File: config.mk
export PLATFORM = sky130hd
export DESIGN_NAME = pipeline_hazard_ctrl
export DESIGN_NICKNAME = d
export VERILOG_FILES = /design/src/rtl/pipeline_hazard_ctrl.sv
export SDC_FILE = /design/constraint.sdc
export NUM_CORES = 1
export LEC_CHECK = 0
export ABC_AREA = 1
export BUFFER_PORTS_ARGS = -buffer_cell sky130_fd_sc_hd__buf_2
export CAP_MARGIN = 10
export CORE_ASPECT_RATIO = 1.25
export CORE_MARGIN = 1
export CORE_UTILIZATION = 50
export CTS_CLUSTER_DIAMETER = 80
export CTS_CLUSTER_SIZE = 14
export DETAILED_ROUTE_END_ITERATION = 6
export PLACE_DENSITY_LB_ADDON = 0.1
export SYNTH_ARGS = -nofsm -noshare
export SYNTH_HDL_FRONTEND = slang
export SYNTH_SLANG_ARGS = --single-unit
File: constraint.sdc
create_clock -name clk -period 2 [get_ports clk]
set_clock_uncertainty 0.1 [all_clocks]
set_input_delay 0.2 -clock clk [delete_from_list [all_inputs] [get_ports clk]]
set_output_delay 0.2 -clock clk [all_outputs]
set_load 0.02 [all_outputs]
File: src/rtl/pipeline_hazard_ctrl.sv
// Stall/flush scheduler for the 5-stage pipeline: branch redirects, load-use
// interlock and sequencing of the multi-cycle HI/LO multiply/divide unit.
module pipeline_hazard_ctrl #(
  parameter int MUL_CYCLES = 4,
  parameter int DIV_CYCLES = 32
) (
  input  logic        clk,
  input  logic        rst,
  input  logic [4:0]  id_rs,
  input  logic [4:0]  id_rt,
  input  logic        id_uses_rs,
  input  logic        id_uses_rt,
  input  logic        id_md_op,
  input  logic        id_md_is_div,
  input  logic        id_reads_hilo,
  input  logic        ex_mem_to_reg,
  input  logic [4:0]  ex_rt,
  input  logic        ex_redirect,
  output logic        pc_write,
  output logic        if_id_write,
  output logic        flush_if,
  output logic        flush_id,
  output logic        md_start,
  output logic        md_busy,
  output logic        md_done,
  output logic [31:0] stall_cycles
);

  typedef enum logic {IDLE, BUSY} state_e;

  localparam logic [5:0] MUL_LOAD = 6'(MUL_CYCLES - 1);
  localparam logic [5:0] DIV_LOAD = 6'(DIV_CYCLES - 1);

  state_e      state_q, state_d;
  logic [5:0]  cnt_q, cnt_d;
  logic [31:0] stall_q, stall_d;
  logic        load_use;
  logic        md_hold;

  always_comb begin
    load_use = ex_mem_to_reg && (ex_rt != 5'd0) &&
               ((id_uses_rs && (id_rs == ex_rt)) || (id_uses_rt && (id_rt == ex_rt)));
    md_hold  = (state_q == BUSY) && (id_md_op || id_reads_hilo);

    pc_write    = 1'b1;
    if_id_write = 1'b1;
    flush_if    = 1'b0;
    flush_id    = 1'b0;
    md_start    = 1'b0;

    if (rst) begin
      pc_write    = 1'b0;
      if_id_write = 1'b0;
      flush_if    = 1'b1;
      flush_id    = 1'b1;
    end else if (ex_redirect) begin
      // Wrong-path md op in ID is squashed; an operation already running keeps going.
      flush_if = 1'b1;
      flush_id = 1'b1;
    end else if (md_hold || load_use) begin
      pc_write    = 1'b0;
      if_id_write = 1'b0;
      flush_id    = 1'b1;
    end else begin
      md_start = id_md_op && (state_q == IDLE);
    end

    state_d = state_q;
    cnt_d   = cnt_q;
    case (state_q)
      IDLE: begin
        if (md_start) begin
          state_d = BUSY;
          cnt_d   = id_md_is_div ? DIV_LOAD : MUL_LOAD;
        end
      end
      BUSY: begin
        if (cnt_q != 6'd0) cnt_d = cnt_q - 6'd1;
        else               state_d = IDLE;
      end
      default: state_d = IDLE;
    endcase

    stall_d = stall_q;
    if (!pc_write && (stall_q != 32'hFFFF_FFFF)) stall_d = stall_q + 32'd1;
  end

  always_ff @(posedge clk) begin
    if (rst) begin
      state_q <= IDLE;
      cnt_q   <= 6'd0;
      stall_q <= 32'd0;
    end else begin
      state_q <= state_d;
      cnt_q   <= cnt_d;
      stall_q <= stall_d;
    end
  end

  assign md_busy      = (state_q == BUSY);
  assign md_done      = (state_q == BUSY) && (cnt_q == 6'd0);
  assign stall_cycles = stall_q;

endmodule

==> qor.csv, run 1 <==
stage;metric;value;unit
outcome;run status;completed;
worst_setup_path;worst path bufs/invs;3;
logic_synthesis;synthesized area;2620;µm²
cts;Root Driver;clkbuf_8;
floorplan;num rows;29;
finish;Layout area overhead;29.5;%
routing;WL final;7250;µm
finish;proportion of layout cells with a drive suffix above 1;24.9;%
logic_synthesis;sequential cell area fraction in the yosys report;29.9;%
routing;DR vias/cell;5.19;
place;detailed placement HPWL;5500;µm
routing;Avg WL per Cell;12.5;µm
logic_synthesis;Avg Cell Area, Syn;6.14;µm²
floorplan;die area;5530;µm²
logic_synthesis;Distinct cells, synth;25;
floorplan;I/O pins;63;
global_routing;antenna violations before repair;0;
floorplan;Die Ht;82.9;µm
worst_setup_path;CP top delay family;simple AND/OR/NAND/NOR gates;
logic_synthesis;Synthesized Nets;452;
global_routing;largest net degree at the start of global routing;35;
worst_setup_path;CP max FO;3;
cts;CTS sink cnt;39;
power_and_ir_drop;Pwr Density;516;nW/µm²
sta;setup tns final;0;ns
routing;total number of vias;3008;
sta;final-report hold violation count;0;
place;PortBufs;62;
sta;final max-slew violation count;0;
finish;final net count;543;
sta;Tcrit/Tclk final;98.7;%
place;placer congestion estimate;0.949;
worst_setup_path;critical path arrival;1.67;ns
finish;most frequent cells in the layout;nand2_1 (129), buf_2 (61), nor2_1 (46);
worst_setup_path;Critical Path RT;1.70;ns
worst_setup_path;Crit Path Class;reg2out;
cts;CTS tree;done;
sta;unrepaired setup endpoints after global routing;yes;
place;area post-placement;3160;µm²
worst_hold_path;Hold Crit Class;in2reg;
worst_setup_path;CP peak stage delay;0.40;ns
logic_synthesis;Cells after Synth;426;
cts;CTS Buf Count;5;
cts;H-tree depth;2;
routing;Residual DRC;0;
cts;CTS clock-pin slew for the worst setup and hold paths;0.08;ns
routing;Iter 0 DRT Violations;182;
power_and_ir_drop;Leakage;1.59;nW
routing;Initial DRT Pass Iterations;4;
logic_synthesis;Synth Warn #;0;
sta;Final setup viols;0;
power_and_ir_drop;Peak supply drop;483;µV
worst_setup_path;Critical Path, Cell by Cell;inv_4 > ha_4 > inv_2 > nor2_2 > nand2_1 > or3_4 > nor2_4 > buf_6;
finish;most common cell after layout, fill and taps aside;nand2_1;
finish;design area;3390;µm²
sta;Final min period;1.97;ns
global_routing;final global-route overflow total;0;
flow_run;Max Cap Viol;0;
worst_setup_path;Startpoint Class;flop;
cts;clk_lat worst skew;0.29;ns
worst_setup_path;Slowest cell on crit path;or3_4;
floorplan;core area;5040;µm²
floorplan;Initial Util;51.8;%
floorplan;Chip Width;66.7;µm
worst_setup_path;Crit. End Element;output pin;
global_routing;vias in the first global route;2791;
finish;n_diodes;0;
sta;slew margin rel.;75.5;%
sta;worst hold slack;0.175;ns
sta;worst setup margin;0.0251;ns
global_routing;first-pass GRT wire length;12100;µm
worst_setup_path;r2r setup slk;0.11;ns
sta;highest clock rate;0.506;GHz
global_routing;Overall Global Routing Usage;27.4;%
sta;Worst-Margin Slew;0.365;ns
routing;Antenna Nets Post-Route;0;
cts;CTS max path bufs;2;
power_and_ir_drop;Power Total;0.00175;W
place;pre-CTS setup slack;0.0183;ns
logic_synthesis;synthesized flop and latch total;39;
cell usage after synthesis, drive strengths merged:
cell / n / area [µm²]
nand3b: 1 / 7.51
nor2: 52 / 205
nand3: 45 / 225
nor4: 1 / 6.26
xnor2: 7 / 61.3
and3: 1 / 6.26
o21ai: 6 / 30.0
or3: 1 / 6.26
dfxtp: 39 / 781
nor3b: 1 / 7.51
inv: 46 / 173
buf: 4 / 41.3
clkbuf: 10 / 37.5
a21oi: 33 / 165
nand2: 131 / 497
nand4: 8 / 56.3
xor2: 25 / 219
nor3: 13 / 65.1
ha: 2 / 25.0
final timing paths:
kind                                        from          endpoint  cells past startpoint
worst min-delay path                         rst          cnt_q[0]                      4
worst max register to register  stall_cycles[10]   stall_cycles[5]                     10
worst max-delay path                    cnt_q[0]           md_done                      8
worst min register to register  stall_cycles[28]  stall_cycles[28]                      2
sequential cells by signal, indices dropped and copies added, names as in the netlist:
signal	count
md_busy	1
stall_cycles	32
cnt_q	6
routing by layer:
layer  global-route usage [%]  routed length (µm)  part of all wire (%)
met5                        0                   0                     0
met3                     3.98                 309                   4.3
met2                     47.8                3780                    52
met1                     33.0                2930                    40
met4                     9.86                 232                   3.2
worst min-delay path: stages:
cell and delay [ns]:
buf_2 0.10, inv_1 0.10, nand3_1 0.10, inv_1 0.04
through the flow:
| step | cells | utilization, % |
|---|---|---|
| after floorplan | 426 | - |
| after global placement | 568 | 62.7 |
| after detailed placement | 568 | 62.7 |
| after CTS | 576 | 65.2 |
| after global routing | 580 | 67.2 |
| final | 580 | 67.2 |
final cells by class:
type,instances,area [µm²]
clock inverter,3,43.8
multi-input combinational,327,1640
sequential,39,785
timing repair buffer,98,594
clock buffer,5,68.8
fill,479,1660
inverter,46,175
tap,62,77.6
report_power, final:
part	internal (W)	switching, W	leakage [nW]
Clock	0.000372	0.000295	0.0581
Sequential	0.000790	0.0000125	0.317
Combinational	0.000118	0.000162	1.22
kinds of logic (layout without fill, tap and decap cells):
kind of cell / count (synthesis) / after routing / synth area share (%)
xor+xnor: 32 / 32 / 10.7
compound gates: 39 / 39 / 7.46
simple gates: 254 / 254 / 41.4
buf+inv: 60 / 152 / 9.62
fa+ha+maj: 2 / 2 / 0.957
flops: 39 / 39 / 29.9
what timing repair did:
| item | CTS | global route |
|---|---|---|
| pin swaps | 0 | 5 |
| buffers inserted | 0 | 4 |
| setup endpoints to repair | 3 | 40 |
| resized for setup | 6 | 19 |
| hold endpoints to repair | 0 | 0 |
| hold buffers | 0 | 0 |
No activity file was read; power rests on OpenSTA's default activity.
==> run 2: changes to the inputs <==
Settings changed: GPL_TIMING_DRIVEN from default to 0.
Clock period 2 ns to 2.2 ns, I/O delays scaled along.
==> run 2 against run 1 <==
  * Non-clock buffer count down 23
  * First-iteration DRC count shrank 30%
  * Sequential share of layout area rose by 1.9 points
  * Setup slack better by 0.11 ns
  * Worst hold slack better by 0.020 ns
  * Core utilization down 5.1 points
  * Highest routed layer unchanged
==> qor.csv, run 2 (synthesis results as in run 1) <==
stage;metric;value;unit
finish;n_diodes;0;
power_and_ir_drop;P_int;0.00103;W
finish;final net count;520;
worst_hold_path;HP Start;id_md_is_div;
cts;hold_buf cts;0;
worst_setup_path;critical path arrival;1.75;ns
place;PortBufs;61;
power_and_ir_drop;Leakage;1.43;nW
finish;proportion of layout cells with a drive suffix above 1;18.4;%
global_routing;largest net degree at the start of global routing;15;
global_routing;GR Util met2;45.5;%
worst_setup_path;Startpoint Class;flop;
sta;Final setup viols;0;
worst_setup_path;r2r setup slk;0.14;ns
sta;highest clock rate;0.484;GHz
routing;WL final;6580;µm
cts;CTS Buf Count;5;
worst_hold_path;Hold Crit Class;in2reg;
floorplan;Chip Width;66.7;µm
global_routing;vias in the first global route;2641;
routing;Antenna Nets Post-Route;0;
worst_setup_path;FF-to-FF path depth;9;
routing;Iter 0 DRT Violations;127;
global_routing;GR Util met3;5.36;%
floorplan;I/O pins;63;
global_routing;final global-route overflow total;0;
cts;postcts setup bufs;0;
worst_hold_path;Hold EP;cnt_q[2];
floorplan;core area;5040;µm²
routing;DR vias/cell;5.11;
global_routing;antenna violations before repair;0;
power_and_ir_drop;Pwr Density;466;nW/µm²
floorplan;Initial Util;51.8;%
power_and_ir_drop;Peak supply drop;481;µV
routing;total number of vias;2844;
floorplan;num rows;29;
cts;CTS tree;done;
place;pre-CTS setup slack;-0.00159;ns
routing;Avg WL per Cell;11.8;µm
worst_setup_path;Crit. End Element;output pin;
global_routing;Overall Global Routing Usage;25.6;%
power_and_ir_drop;Comb pwr share;14.7;%
worst_hold_path;worst hold stages;5;
finish;Filler cells;507;
cts;clk_lat worst skew;0.30;ns
sta;unrepaired setup endpoints after global routing;no;
sta;Worst-Margin Slew;0.478;ns
finish;Largest register FFs;32;
cts;CTS sink cnt;39;
global_routing;Top Usage Layer GRT;met2;
sta;worst setup margin;0.134;ns
cts;H-tree depth;2;
floorplan;Die Ht;82.9;µm
worst_setup_path;Crit Path Class;reg2out;
sta;final-report hold violation count;0;
routing;Initial DRT Pass Iterations;4;
sta;slew margin rel.;67.8;%
sta;Final min period;2.07;ns
floorplan;die area;5530;µm²
worst_setup_path;Critical Path RT;1.88;ns
outcome;run status;completed;
finish;Multi-input gate area;1610;µm²
worst_setup_path;FF-to-FF Start;stall_cycles[26];
finish;Layout area overhead;19.7;%
place;placer congestion estimate;0.932;
power_and_ir_drop;Flop pwr share;50.1;%
worst_setup_path;capture point of the worst reg-to-reg path;stall_cycles[19];
sta;setup tns final;0;ns
finish;most common cell after layout, fill and taps aside;nand2_1;
worst_setup_path;CP max FO;10;
flow_run;Max Cap Viol;0;
global_routing;GRT met1 Usage;29.4;%
routing;Residual DRC;0;
place;detailed placement HPWL;5170;µm
power_and_ir_drop;clock power share;35.1;%
cts;Root Driver;clkbuf_8;
cts;CTS clock-pin slew for the worst setup and hold paths;0.08;ns
cts;post-CTS resize count;2;
power_and_ir_drop;Sw Pwr;0.000428;W
finish;most frequent cells in the layout;nand2_1 (128), buf_2 (63), nor2_1 (48);
finish;Reg area;785;µm²
cts;CTS max path bufs;2;
sta;Tcrit/Tclk final;93.9;%
power_and_ir_drop;Switching Share;29.4;%
global_routing;first-pass GRT wire length;11200;µm
sta;final max-slew violation count;0;
## run 2: cell types whose count changed in the layout (fill, tap and decap cells not counted), moves of 2 or more
cell	change
nor2_1	+2
clkbuf_1	+6
inv_1	+4
inv_2	-3
buf_4	-33
clkinvlp_4	+2
buf_2	+2
## run 2: power by group through the flow
stage | combinational [W] | clock [W] | sequential, W
finish | 0.000214 | 0.000512 | 0.000731
global route | 0.000243 | 0.000547 | 0.000734
floorplan | 0.000141 | 0 | 0.000749
global placement | 0.000206 | 0 | 0.000746
detailed placement | 0.000208 | 0 | 0.000746
CTS | 0.000210 | 0.000519 | 0.000730
## run 2: worst max-delay path: stages, from the launching register on
cell and delay [ns]:
dfxtp_2 0.42, o21ai_0 0.16, nand2_1 0.10, nand2_1 0.06, nand2_2 0.15, clkbuf_4 0.23
inv_1 0.06, buf_4 0.12, buf_2 0.14
## run 2: cell type report
cell class | instances | share of cell area [%]
Multi-Input combinational cell | 327 | 51.5
Tap cell | 62 | 2.48
Inverter | 46 | 5.52
Clock inverter | 3 | 0.759
Timing Repair Buffer | 61 | 9.75
Buffer | 14 | 2.76
Sequential cell | 39 | 25.1
Clock buffer | 5 | 2.20
## run 2: worst max path at each step
stage / start / end / slack [ns] / cells past startpoint
finish: md_busy / pc_write / 0.13 / 8
global route: md_busy / pc_write / 0.004 / 8
CTS: md_busy / pc_write / 0.007 / 8
detailed placement: ex_rt[3] / pc_write / -0.002 / 15
global placement: ex_rt[3] / pc_write / 0.001 / 15
floorplan: md_busy / pc_write / 0.22 / 7
## run 2: through the flow
stage / util (%) / cells / hold WS, ns / instance area (µm²) / power [W]
4_1_cts: 61.3 / 557 / 0.194 / 3090 / 0.00146
3_3_place_gp: 59.4 / 549 / 0.362 / 3000 / 0.000952
6_report: 62.1 / 557 / 0.195 / 3130 / 0.00146
3_5_place_dp: 59.4 / 549 / 0.373 / 3000 / 0.000955
2_1_floorplan: - / 426 / 0.385 / 2620 / 0.000890
5_1_grt: 62.1 / 557 / 0.239 / 3130 / 0.00152
## run 2: layer usage
metal | share of wire [%] | up-vias
li1 | - | 1493
met1 | 42 | 1262
met3 | 4.3 | 13
met5 | 0 | -
met2 | 51 | 76
met4 | 2.4 | 0
==> run 3: changes to the inputs <==
Settings changed: ABC_AREA 1 to default, CORE_UTILIZATION 50 to 45.
==> run 3 against run 2 <==
  * The flow now finishes with violations (negative setup slack)
  * Largest power group unchanged
  * Critical path depth unchanged
  * Count of clock-buffer cells in the layout did not move
  * Setup slack worse by 0.15 ns
  * Critical path type is now reg2reg
  * Area after synthesis is 9.7% lower
  * Via count fell by 6.3%
==> qor.csv, run 3 <==
stage;metric;value;unit
worst_setup_path;CP peak stage delay;0.53;ns
power_and_ir_drop;Sw Pwr;0.000421;W
logic_synthesis;Distinct cells, synth;50;
routing;Iter 0 DRT Violations;122;
power_and_ir_drop;P_int;0.00104;W
sta;worst setup margin;-0.0123;ns
finish;proportion of layout cells with a drive suffix above 1;46.8;%
worst_setup_path;r2r setup slk;-0.01;ns
worst_setup_path;critical path arrival;2.34;ns
worst_setup_path;capture point of the worst reg-to-reg path;stall_cycles[26];
logic_synthesis;Avg Cell Area, Syn;8.34;µm²
power_and_ir_drop;Power Total;0.00146;W
worst_setup_path;FF-to-FF path depth;8;
finish;most common cell after layout, fill and taps aside;buf_2;
cts;CTS tree;done;
routing;WL final;6960;µm
finish;most frequent cells in the layout;buf_2 (62), buf_4 (34), a21oi_1 (29);
outcome;violated checks;negative setup slack;
sta;unrepaired setup endpoints after global routing;yes;
logic_synthesis;Async S/R FF share, synth;0;%
worst_setup_path;Critical Path, Cell by Cell;ha_4 > inv_4 > nor4_4 > buf_4 > nand2b_4 > or4b_4 > or3_1 > a21oi_1;
routing;Avg WL per Cell;15.5;µm
power_and_ir_drop;Pwr Density;428;nW/µm²
floorplan;Chip Width;66.8;µm
finish;Largest register FFs;32;
logic_synthesis;most frequent cell after synthesis;dfxtp_1;
routing;DR vias/cell;5.94;
logic_synthesis;commonest cells in the netlist;dfxtp_1 (39), a21oi_1 (32), or4_1 (21), o31ai_1 (19), nand2_1 (18);
worst_hold_path;HP Start;id_md_is_div;
global_routing;final global-route overflow total;0;
cts;Root Driver;clkbuf_8;
cts;hold_buf cts;0;
finish;final net count;412;
sta;Final setup viols;2;
place;placer congestion estimate;0.756;
worst_hold_path;Hold EP;cnt_q[4];
place;area post-placement;2790;µm²
global_routing;largest net degree at the start of global routing;13;
finish;n_diodes;0;
worst_setup_path;Crit. End Element;flop;
finish;Layout area overhead;44.1;%
finish;Filler cells;445;
sta;final max-slew violation count;0;
cts;CTS Buf Count;5;
routing;Initial DRT Pass Iterations;4;
floorplan;I/O pins;63;
flow_run;Max Cap Viol;0;
global_routing;Top Usage Layer GRT;met2;
global_routing;antenna violations before repair;0;
power_and_ir_drop;Switching Share;28.9;%
logic_synthesis;cell accounting for the most synthesized area;dfxtp_1;
worst_setup_path;Crit Path Class;reg2reg;
cts;CTS clock-pin slew for the worst setup and hold paths;0.09;ns
worst_setup_path;CP max FO;3;
global_routing;GR Util met3;3.85;%
place;placed cell count;407;
global_routing;Overall Global Routing Usage;25.2;%
cts;CTS max path bufs;2;
logic_synthesis;Synth top area share;33.1;%
worst_setup_path;Slowest cell on crit path;or4b_4;
floorplan;num rows;29;
sta;Tcrit/Tclk final;101;%
routing;total number of vias;2666;
finish;final non-filler cell total;449;
logic_synthesis;Synth Warn #;0;
logic_synthesis;Area contributors post-synth;dfxtp_1 (33%), a21oi_1 (6.8%), or4_1 (6.7%);
floorplan;Initial Util;46.5;%
worst_setup_path;Startpoint Class;flop;
sta;final-report hold violation count;0;
cts;clk_lat worst skew;0.30;ns
place;PortBufs;62;
floorplan;die area;5540;µm²
floorplan;core area;5080;µm²
logic_synthesis;sequential cell area fraction in the yosys report;33.1;%
worst_setup_path;FF-to-FF Start;stall_cycles[0];
logic_synthesis;Post-synth EDFFs;0;
power_and_ir_drop;Peak supply drop;303;µV
floorplan;Die Ht;83.0;µm
outcome;run status;finished, violations left;
logic_synthesis;synthesized flop and latch total;39;
cts;CTS sink cnt;39;
routing;Residual DRC;0;
sta;highest clock rate;0.452;GHz
logic_synthesis;synthesized area;2360;µm²
global_routing;GRT met1 Usage;28.7;%
routing;Antenna Nets Post-Route;0;
power_and_ir_drop;Comb pwr share;17.2;%
sta;Final min period;2.21;ns
worst_hold_path;Hold Crit Class;in2reg;
sta;Worst-Margin Slew;0.594;ns
worst_setup_path;Critical Path RT;2.32;ns
logic_synthesis;predominant post-synthesis flop cell;dfxtp_1;
cts;H-tree depth;2;
power_and_ir_drop;Flop pwr share;49.4;%
power_and_ir_drop;clock power share;33.3;%
global_routing;vias in the first global route;2433;
place;detailed placement HPWL;4540;µm
worst_hold_path;worst hold stages;3;
global_routing;first-pass GRT wire length;11000;µm
sta;slew margin rel.;60.4;%
global_routing;GR Util met2;44.2;%
logic_synthesis;Cells after Synth;283;
power_and_ir_drop;Leakage;1.39;nW
finish;design area;3400;µm²
logic_synthesis;Synthesized Nets;309;
-- run 3: changes by cell type after synthesis, moves of 21 or more --
cell,before,now
inv_1,45,8
or4_1,0,21
nand2_1,129,18
xor2_1,25,0
nor2_1,50,17
nand3_1,45,13
-- run 3: power groups by stage --
stage | logic (W) | clock network, W | registers, W
2_1_floorplan | 0.000130 | 0 | 0.000750
3_3_place_gp | 0.000202 | 0 | 0.000748
3_5_place_dp | 0.000205 | 0 | 0.000749
4_1_cts | 0.000240 | 0.000494 | 0.000719
5_1_grt | 0.000275 | 0.000517 | 0.000722
6_report | 0.000251 | 0.000486 | 0.000720
-- run 3: worst max path at each step --
stage                      from  slack [ns]          endpoint
4_1_cts         stall_cycles[1]       0.001  stall_cycles[30]
5_1_grt         stall_cycles[5]       -0.08  stall_cycles[30]
3_3_place_gp   stall_cycles[13]       -0.36   stall_cycles[9]
2_1_floorplan   stall_cycles[3]       -0.01  stall_cycles[26]
6_report        stall_cycles[0]       -0.01  stall_cycles[26]
3_5_place_dp           ex_rt[1]       -0.39          pc_write
-- run 3: cells by family (layout without fill, tap and decap cells) --
kind of cell	count (synthesis)	count (layout)	share of synthesized area, %
mux	7	7	3.34
flops	39	39	33.1
buf+inv	27	131	5.25
fa+ha+maj	2	2	1.06
simple gates	124	124	33.2
compound gates	74	74	20.3
xor+xnor	10	10	3.71
-- run 3: metal layers --
layer / up-vias / part of all wire, %
met5: - / 0
met4: 0 / 2.3
met3: 18 / 4.2
met2: 96 / 53
met1: 1266 / 40
li1: 1286 / -
-- run 3: repair_timing --
| item | in CTS | in global routing |
|---|---|---|
| pin swaps | 16 | 19 |
| setup endpoints to repair | 32 | 29 |
| gates resized for setup | 48 | 26 |
| gates cloned | 0 | 1 |
| setup buffers | 26 | 9 |
-- run 3: through the flow --
step           setup TNS (ns)  worst slack (ns)  utilization [%]  hold slack (ns)
2_1_floorplan         -0.0140           -0.0140                -            0.337
3_3_place_gp            -8.50            -0.356             54.9            0.362
3_5_place_dp            -8.82            -0.385             54.9            0.363
4_1_cts                     0           0.00119             63.8            0.220
5_1_grt                -0.370           -0.0847             67.0            0.240
6_report              -0.0218           -0.0123             67.0            0.227
-- run 3: layout make-up --
| type | count | area (µm²) | area share, % |
|---|---|---|---|
| multi-input cells | 217 | 1590 | 46.8 |
| flip-flops and latches | 39 | 846 | 24.9 |
| repair buffers | 97 | 622 | 18.3 |
| plain buffers | 17 | 144 | 4.23 |
| well taps | 62 | 77.6 | 2.28 |
| clock buffers | 5 | 68.8 | 2.02 |
| inverters | 9 | 38.8 | 1.14 |
| clock inverters | 3 | 15.0 | 0.441 |
-- run 3: critical path: cells and delay by family, from the launching register on --
family                     cells  cell delay, ns
and+or+nand+nor                4            1.15
DFF                            1            0.37
buffers and inverters          2            0.23
AOI/OAI and AO/OA              1            0.11
adders and majority gates      1            0.16
